==> src/rtl/mrv32_pkg.sv <==
// Shared fetch-stage types and constants for the mrv32 front end.
package mrv32_pkg;

  localparam logic [31:0] MRV32_RESET_PC    = 32'h0000_0000;
  localparam logic [31:0] MRV32_INSTR_BYTES = 32'd4;

  typedef enum logic [1:0] {
    ST_IDLE,
    ST_REQ,
    ST_WAIT,
    ST_DROP
  } fetch_state_t;

  // Sequential next-fetch address; wraps modulo 2^32.
  function automatic logic [31:0] pc_incr(input logic [31:0] pc);
    return pc + MRV32_INSTR_BYTES;
  endfunction

endpackage

==> src/rtl/fetch_buf.sv <==
// Single-entry instruction buffer between the fetch FSM and the decoder.
// The payload only changes on load, so it stays stable while the decoder stalls.
module fetch_buf (
  input  logic        clk,
  input  logic        rst_n,
  input  logic        i_load,
  input  logic        i_flush,
  input  logic [31:0] i_data,
  input  logic [31:0] i_pc,
  input  logic        i_ready,
  output logic        o_valid,
  output logic [31:0] o_data,
  output logic [31:0] o_pc
);

  logic        r_valid;
  logic [31:0] r_data;
  logic [31:0] r_pc;

  // Valid flag: flush beats load, load beats consume.
  always_ff @(posedge clk or negedge rst_n) begin
    if (!rst_n) begin
      r_valid <= 1'b0;
    end else if (i_flush) begin
      r_valid <= 1'b0;
    end else if (i_load) begin
      r_valid <= 1'b1;
    end else if (r_valid && i_ready) begin
      r_valid <= 1'b0;
    end
  end

  // Payload capture on load only.
  always_ff @(posedge clk or negedge rst_n) begin
    if (!rst_n) begin
      r_data <= 32'h0;
      r_pc   <= 32'h0;
    end else if (i_load) begin
      r_data <= i_data;
      r_pc   <= i_pc;
    end
  end

  assign o_valid = r_valid;
  assign o_data  = r_data;
  assign o_pc    = r_pc;

endmodule

==> src/rtl/instr_fetch.sv <==
// Instruction fetch stage: one outstanding imem request, single-entry output
// buffer, JAL-style redirects with in-flight response dropping.
// Optional macro MRV32_FETCH_ALIGN_CHK_EN: flag misaligned redirect targets
// instead of silently aligning them.
module instr_fetch
  import mrv32_pkg::*;
#(
  parameter logic [31:0] RESET_PC = MRV32_RESET_PC
) (
  input  logic        clk,
  input  logic        rst_n,
  output logic        imem_req,
  output logic [31:0] imem_addr,
  input  logic        imem_gnt,
  input  logic        imem_rvalid,
  input  logic [31:0] imem_rdata,
  output logic        instr_valid,
  input  logic        instr_ready,
  output logic [31:0] instr,
  output logic [31:0] instr_pc,
  input  logic        redirect_valid,
  input  logic [31:0] redirect_pc,
  input  logic        halt,
  output logic        fetch_misaligned
);

  fetch_state_t r_state;
  fetch_state_t w_state_nxt;
  logic [31:0]  r_pc;
  logic [31:0]  w_pc_nxt;
  logic [31:0]  w_redir_pc;
  logic [31:0]  w_fetch_pc;
  logic         w_mis_set;
  logic         w_blocked;
  logic         w_buf_free;
  logic         w_load;

`ifdef MRV32_FETCH_ALIGN_CHK_EN
  logic r_misaligned;

  assign w_redir_pc = redirect_pc;
  assign w_mis_set  = redirect_valid && (redirect_pc[1:0] != 2'b00);

  // Sticky misaligned-target flag; only reset clears it.
  always_ff @(posedge clk or negedge rst_n) begin
    if (!rst_n) begin
      r_misaligned <= 1'b0;
    end else if (w_mis_set) begin
      r_misaligned <= 1'b1;
    end
  end

  assign w_blocked        = r_misaligned;
  assign fetch_misaligned = r_misaligned;
`else
  logic w_unused_redir_lo;

  assign w_redir_pc        = {redirect_pc[31:2], 2'b00};
  assign w_unused_redir_lo = ^redirect_pc[1:0];
  assign w_mis_set         = 1'b0;
  assign w_blocked         = 1'b0;
  assign fetch_misaligned  = 1'b0;
`endif

  assign w_buf_free = !instr_valid || instr_ready;
  assign imem_req   = (r_state == ST_REQ);
  assign imem_addr  = r_pc;
  // pc already advanced at grant; in WAIT it can only move via a redirect,
  // and a redirect discards the response, so pc-4 is the fetched address.
  assign w_fetch_pc = r_pc - MRV32_INSTR_BYTES;

  // Next-state, next-pc and buffer-load decode.
  always_comb begin
    w_state_nxt = r_state;
    w_pc_nxt    = r_pc;
    w_load      = 1'b0;
    case (r_state)
      ST_IDLE: begin
        if (w_buf_free && !halt && !w_blocked && !w_mis_set) begin
          w_state_nxt = ST_REQ;
        end
      end
      ST_REQ: begin
        if (redirect_valid) begin
          w_state_nxt = imem_gnt ? ST_DROP : ST_IDLE;
        end else if (imem_gnt) begin
          w_pc_nxt    = pc_incr(r_pc);
          w_state_nxt = ST_WAIT;
        end
      end
      ST_WAIT: begin
        if (redirect_valid) begin
          // A same-cycle response is simply discarded; nothing left to drop.
          w_state_nxt = imem_rvalid ? ST_IDLE : ST_DROP;
        end else if (imem_rvalid) begin
          w_load      = 1'b1;
          w_state_nxt = ST_IDLE;
        end
      end
      ST_DROP: begin
        if (imem_rvalid) begin
          w_state_nxt = ST_IDLE;
        end
      end
      default: w_state_nxt = ST_IDLE;
    endcase
    if (redirect_valid && !w_mis_set) begin
      w_pc_nxt = w_redir_pc;
    end
  end

  // State register.
  always_ff @(posedge clk or negedge rst_n) begin
    if (!rst_n) begin
      r_state <= ST_IDLE;
    end else begin
      r_state <= w_state_nxt;
    end
  end

  // Program counter register.
  always_ff @(posedge clk or negedge rst_n) begin
    if (!rst_n) begin
      r_pc <= RESET_PC;
    end else begin
      r_pc <= w_pc_nxt;
    end
  end

  fetch_buf u_fetch_buf (
    .clk     (clk),
    .rst_n   (rst_n),
    .i_load  (w_load),
    .i_flush (redirect_valid),
    .i_data  (imem_rdata),
    .i_pc    (w_fetch_pc),
    .i_ready (instr_ready),
    .o_valid (instr_valid),
    .o_data  (instr),
    .o_pc    (instr_pc)
  );

endmodule

==> config.mk <==
export PLATFORM = sky130hd
export DESIGN_NAME = instr_fetch
export DESIGN_NICKNAME = d
export VERILOG_FILES = /design/src/rtl/mrv32_pkg.sv /design/src/rtl/fetch_buf.sv /design/src/rtl/instr_fetch.sv
export SDC_FILE = /design/constraint.sdc
export NUM_CORES = 1
export LEC_CHECK = 0
export ABC_AREA = 1
export CORE_UTILIZATION = 44
export CTS_BUF_LIST = sky130_fd_sc_hd__clkbuf_4 sky130_fd_sc_hd__clkbuf_8
export CTS_CLUSTER_DIAMETER = 50
export DETAILED_ROUTE_END_ITERATION = 7
export PLACE_DENSITY = 0.79
export SYNTH_ARGS = -nofsm -noshare
export SYNTH_HDL_FRONTEND = slang
export SYNTH_HIERARCHICAL = 1
export SYNTH_SLANG_ARGS = --single-unit
export TNS_END_PERCENT = 10
==> constraint.sdc <==
create_clock -name clk -period 1.71 [get_ports clk]
set_input_delay 0.342 -clock clk [delete_from_list [all_inputs] [get_ports clk]]
set_output_delay 0.342 -clock clk [all_outputs]
set_load 0.005 [all_outputs]
==> results.yml <==
power_and_ir_drop:
  p_sw_share_pct: 35.30
  p_int_mw: 6.207
  p_switching_mw: 3.386
  worst_ir_drop_vdd_uv: 483.3
  power_density_nw_per_um2: 1213
  clockPowerShare_pct: 16.3
  p_leak_nw: 3.818
  seq_power_share_pct: 39.8
  comb_power_share_pct: 43.9
synthesis:
  synth.area.mux_share_pct: 0
  yosysWarningCount: 6
  syn_inst: 764
  postSynthAreaPerCell_um2: 7.312
  synth_edf_count: 0
  yosys_most_used_dff: "dfrtp_1"
  synth_top_family_by_area: "simple AND/OR/NAND/NOR gates"
  synth_simple_gate_area_share_pct: 37.49
  synth_xor_xnor_area_share_pct: 5.644
  ys_seq_area_share_pct: 43.45
  synth_compound_area_share_pct: 4.255
  syn_area_um2: 5587
  synthArstFlopShare_pct: 100.0
  synthAdderAreaFrac_pct: 0.4479
  ys_types: 36
  ys_ff_latch: 97
floorplan:
  start_util_pct: 45.75
  core_um2: 12210
  die_y_um: 114.7
  die_w_um: 114.7
  ios: 170
  placementRows: 40
  die_area_um2: 13150
sta:
  rsz0062_at_grt: "yes"
  finClkSkew_ns: 0.01204
  fin_hold_ws_ns: 0.4378
  finalHoldViolCount: 0
  setup_ws_ns: 0.01815
  fmax_ghz: 0.5911
  slew_violations: 0
  min_period_over_period_pct: 98.94
  setup_viol: 0
  finalWorstPathRequiredPeriod_ns: 1.692
drt:
  initialDrtViolationCount: 355
  wl_per_cell_um: 13.79
  ant_nets: 0
  routed_wl_mm: 15.62
  routed_via_density: 4.881
  dr.pass1.iters: 5
  num_vias: 5530
  drc: 0
setup_path:
  endpoint_kind: "flip-flop"
  crit_fanout: 5
  worst_ep_arrival_time_ns: 1.97
  path_class: "flip-flop to flip-flop"
  reg2reg_slack_ns: 0.02
  cp-start-kind: "flip-flop"
  rr_startpoint: "imem_addr[4]"
  cp_data_required_time_ns: 1.99
  crit_start: "imem_addr[4]"
placement:
  dpl.hpwl_mm: 11.83
  dp_worst_setup_slack_ns: -0.1078
  place.gp.congestion: 0.9319
  io_buffers: 164
finish:
  n_fill_cell: 1120
  nNetsFinal: 1033
  seq_area_um2: 2457
  multiInputGateArea_um2: 2744
  drive_gt1_share_pct: 13.78
  num_antenna_cells: 0
  syn_to_final_growth_pct: 41.55
cts:
  clockBufferDepth: 2
  cts-htree-levels: 3
  cts_root_buf: "clkbuf_8"
  path_clk_slew_ns: 0.10
  cts.sinks: 97
  cts_buffers: 9
  cts_tree: "built"
  clkLatencyLatePin_ns: 0.38
global_route:
  grtUsageTotal_pct: 24.84
  first_global_vias: 5290
  grt_overflow: 0
  grt_pass1_wl_mm: 25.31
  antenna_found_initial: 0
  grt_max_degree: 38
flow_run:
  drv_cap: 0
hold_path:
  hold_path.class: "input pin to asynchronous set/reset pin"
outcome:
  status: "finished, final reports clean"
==> layer usage <==
layer	vias to the layer above	track usage [%]	share of wire, %
li1	2735	-	-
met1	2549	32.04	44
met2	216	40.36	46
met3	30	4.976	7.4
met4	0	11.17	2.7
met5	-	0	0
==> stage by stage <==
step	setup TNS [ns]	total power, mW	instance area, um2	util [%]	cells
2_1_floorplan	0	5.529	5602	-	768
4_1_cts	-0.03585	9.633	7828	64.10	1131
5_1_grt	-0.6784	10.29	7908	64.75	1133
3_5_place_dp	-1.716	8.037	7555	61.86	1108
3_3_place_gp	-0.6427	7.922	7555	61.86	1108
6_report	0	9.593	7908	64.75	1133
==> worst paths after layout <==
path | to | cells past startpoint
max reg2reg | u_fetch_buf/o_pc[29] | 10
min in group clk | u_fetch_buf/o_pc[25] | 2
min | u_fetch_buf/o_data[3] | 2
max | u_fetch_buf/o_pc[29] | 10
max in group asynchronous | imem_addr[20] | 3
min reg2reg | u_fetch_buf/o_pc[25] | 2
==> layout make-up <==
type | instances | share of cell area [%]
Clock buffer | 10 | 1.741
Inverter | 53 | 2.516
Clock inverter | 6 | 0.8228
Multi-Input combinational cell | 585 | 34.70
Tap cell | 168 | 2.658
Timing Repair Buffer | 214 | 26.49
Sequential cell | 97 | 31.08
==> flip-flops by register name, summed over array words and instances, names as in the netlist <==
signal	flops
imem_addr	30
u_fetch_buf/o_pc	32
u_fetch_buf/o_valid	1
u_fetch_buf/o_data	32
r_state	2
==> cells by family after synthesis <==
| group | after synthesis |
|---|---|
| adder cells (fa/ha/maj) | 2 |
| XOR/XNOR | 36 |
| AND/OR/NAND/NOR | 501 |
| flip-flops | 97 |
| other | 1 |
| AO/OA/AOI/OAI | 41 |
| buffers and inverters | 86 |
==> Yosys cell counts (2+ instances only) <==
master    number  share of area [%]
nand2_1      337                 23
dfrtp_1       97                 43
nor2_1        85                5.7
inv_1         49                3.3
nand3_1       43                3.9
xor2_1        33                5.2
o21ai_0       18                1.6
buf_6         15                3.0
nor2_2        13                1.5
buf_2         10               0.90
nor2_4         7                1.4
a21oi_1        6               0.54
o21bai_1       6               0.81
buf_4          4               0.54
inv_2          4               0.27
nand2_2        4               0.45
nand4_1        3               0.34
o211ai_1       3               0.40
o21ai_1        3               0.27
o22ai_1        3               0.34
xnor2_1        3               0.47
clkbuf_8       2               0.49
ha_1           2               0.45
nand3b_1       2               0.27
==> cells in the final DEF (no fill, tap or decap), types with 3 or more instances in the layout <==
cell,instances
nor2_2,13
o211ai_1,3
nand2_2,7
o21bai_1,6
dfrtp_1,73
dfrtp_2,24
xnor2_1,3
buf_12,6
nor2_4,11
o22ai_1,3
a21oi_1,6
clkdlybuf4s50_1,135
dlymetal6s2s_1,7
buf_6,3
nor2_1,81
conb_1,5
xor2_1,33
dlygate4sd2_1,21
nand4_1,3
inv_1,49
nand2_1,334
o21ai_0,18
nand3_1,42
clkbuf_8,10
inv_2,4
o21ai_1,3
buf_4,41
==> what timing repair did <==
action	in CTS	in global routing
hold buffers	1	0
setup buffers	6	2
hold endpoints to repair	27	0
setup endpoints to repair	31	25
pin swaps	1	4
gates resized for setup	48	21
==> power by group through the flow <==
stage | Sequential [mW] | Clock (mW) | Combinational (mW)
after floorplan | 3.79 | 0 | 1.73
after global placement | 3.84 | 0 | 4.08
after detailed placement | 3.86 | 0 | 4.17
after CTS | 3.81 | 1.60 | 4.22
after global routing | 3.93 | 1.68 | 4.68
final | 3.82 | 1.56 | 4.21
==> worst max-delay path, stage by stage, from the launching register on <==
cell and delay, ns:
dfrtp_2 0.41, buf_4 0.16, nor2_4 0.11, nand2_2 0.11, nor2_2 0.17, nand2_2 0.08, nor2_1 0.14, nand2_1 0.09
xor2_1 0.15, nand2_1 0.10, nand2_1 0.06
Note: power is estimated with default switching activity, not from simulation.
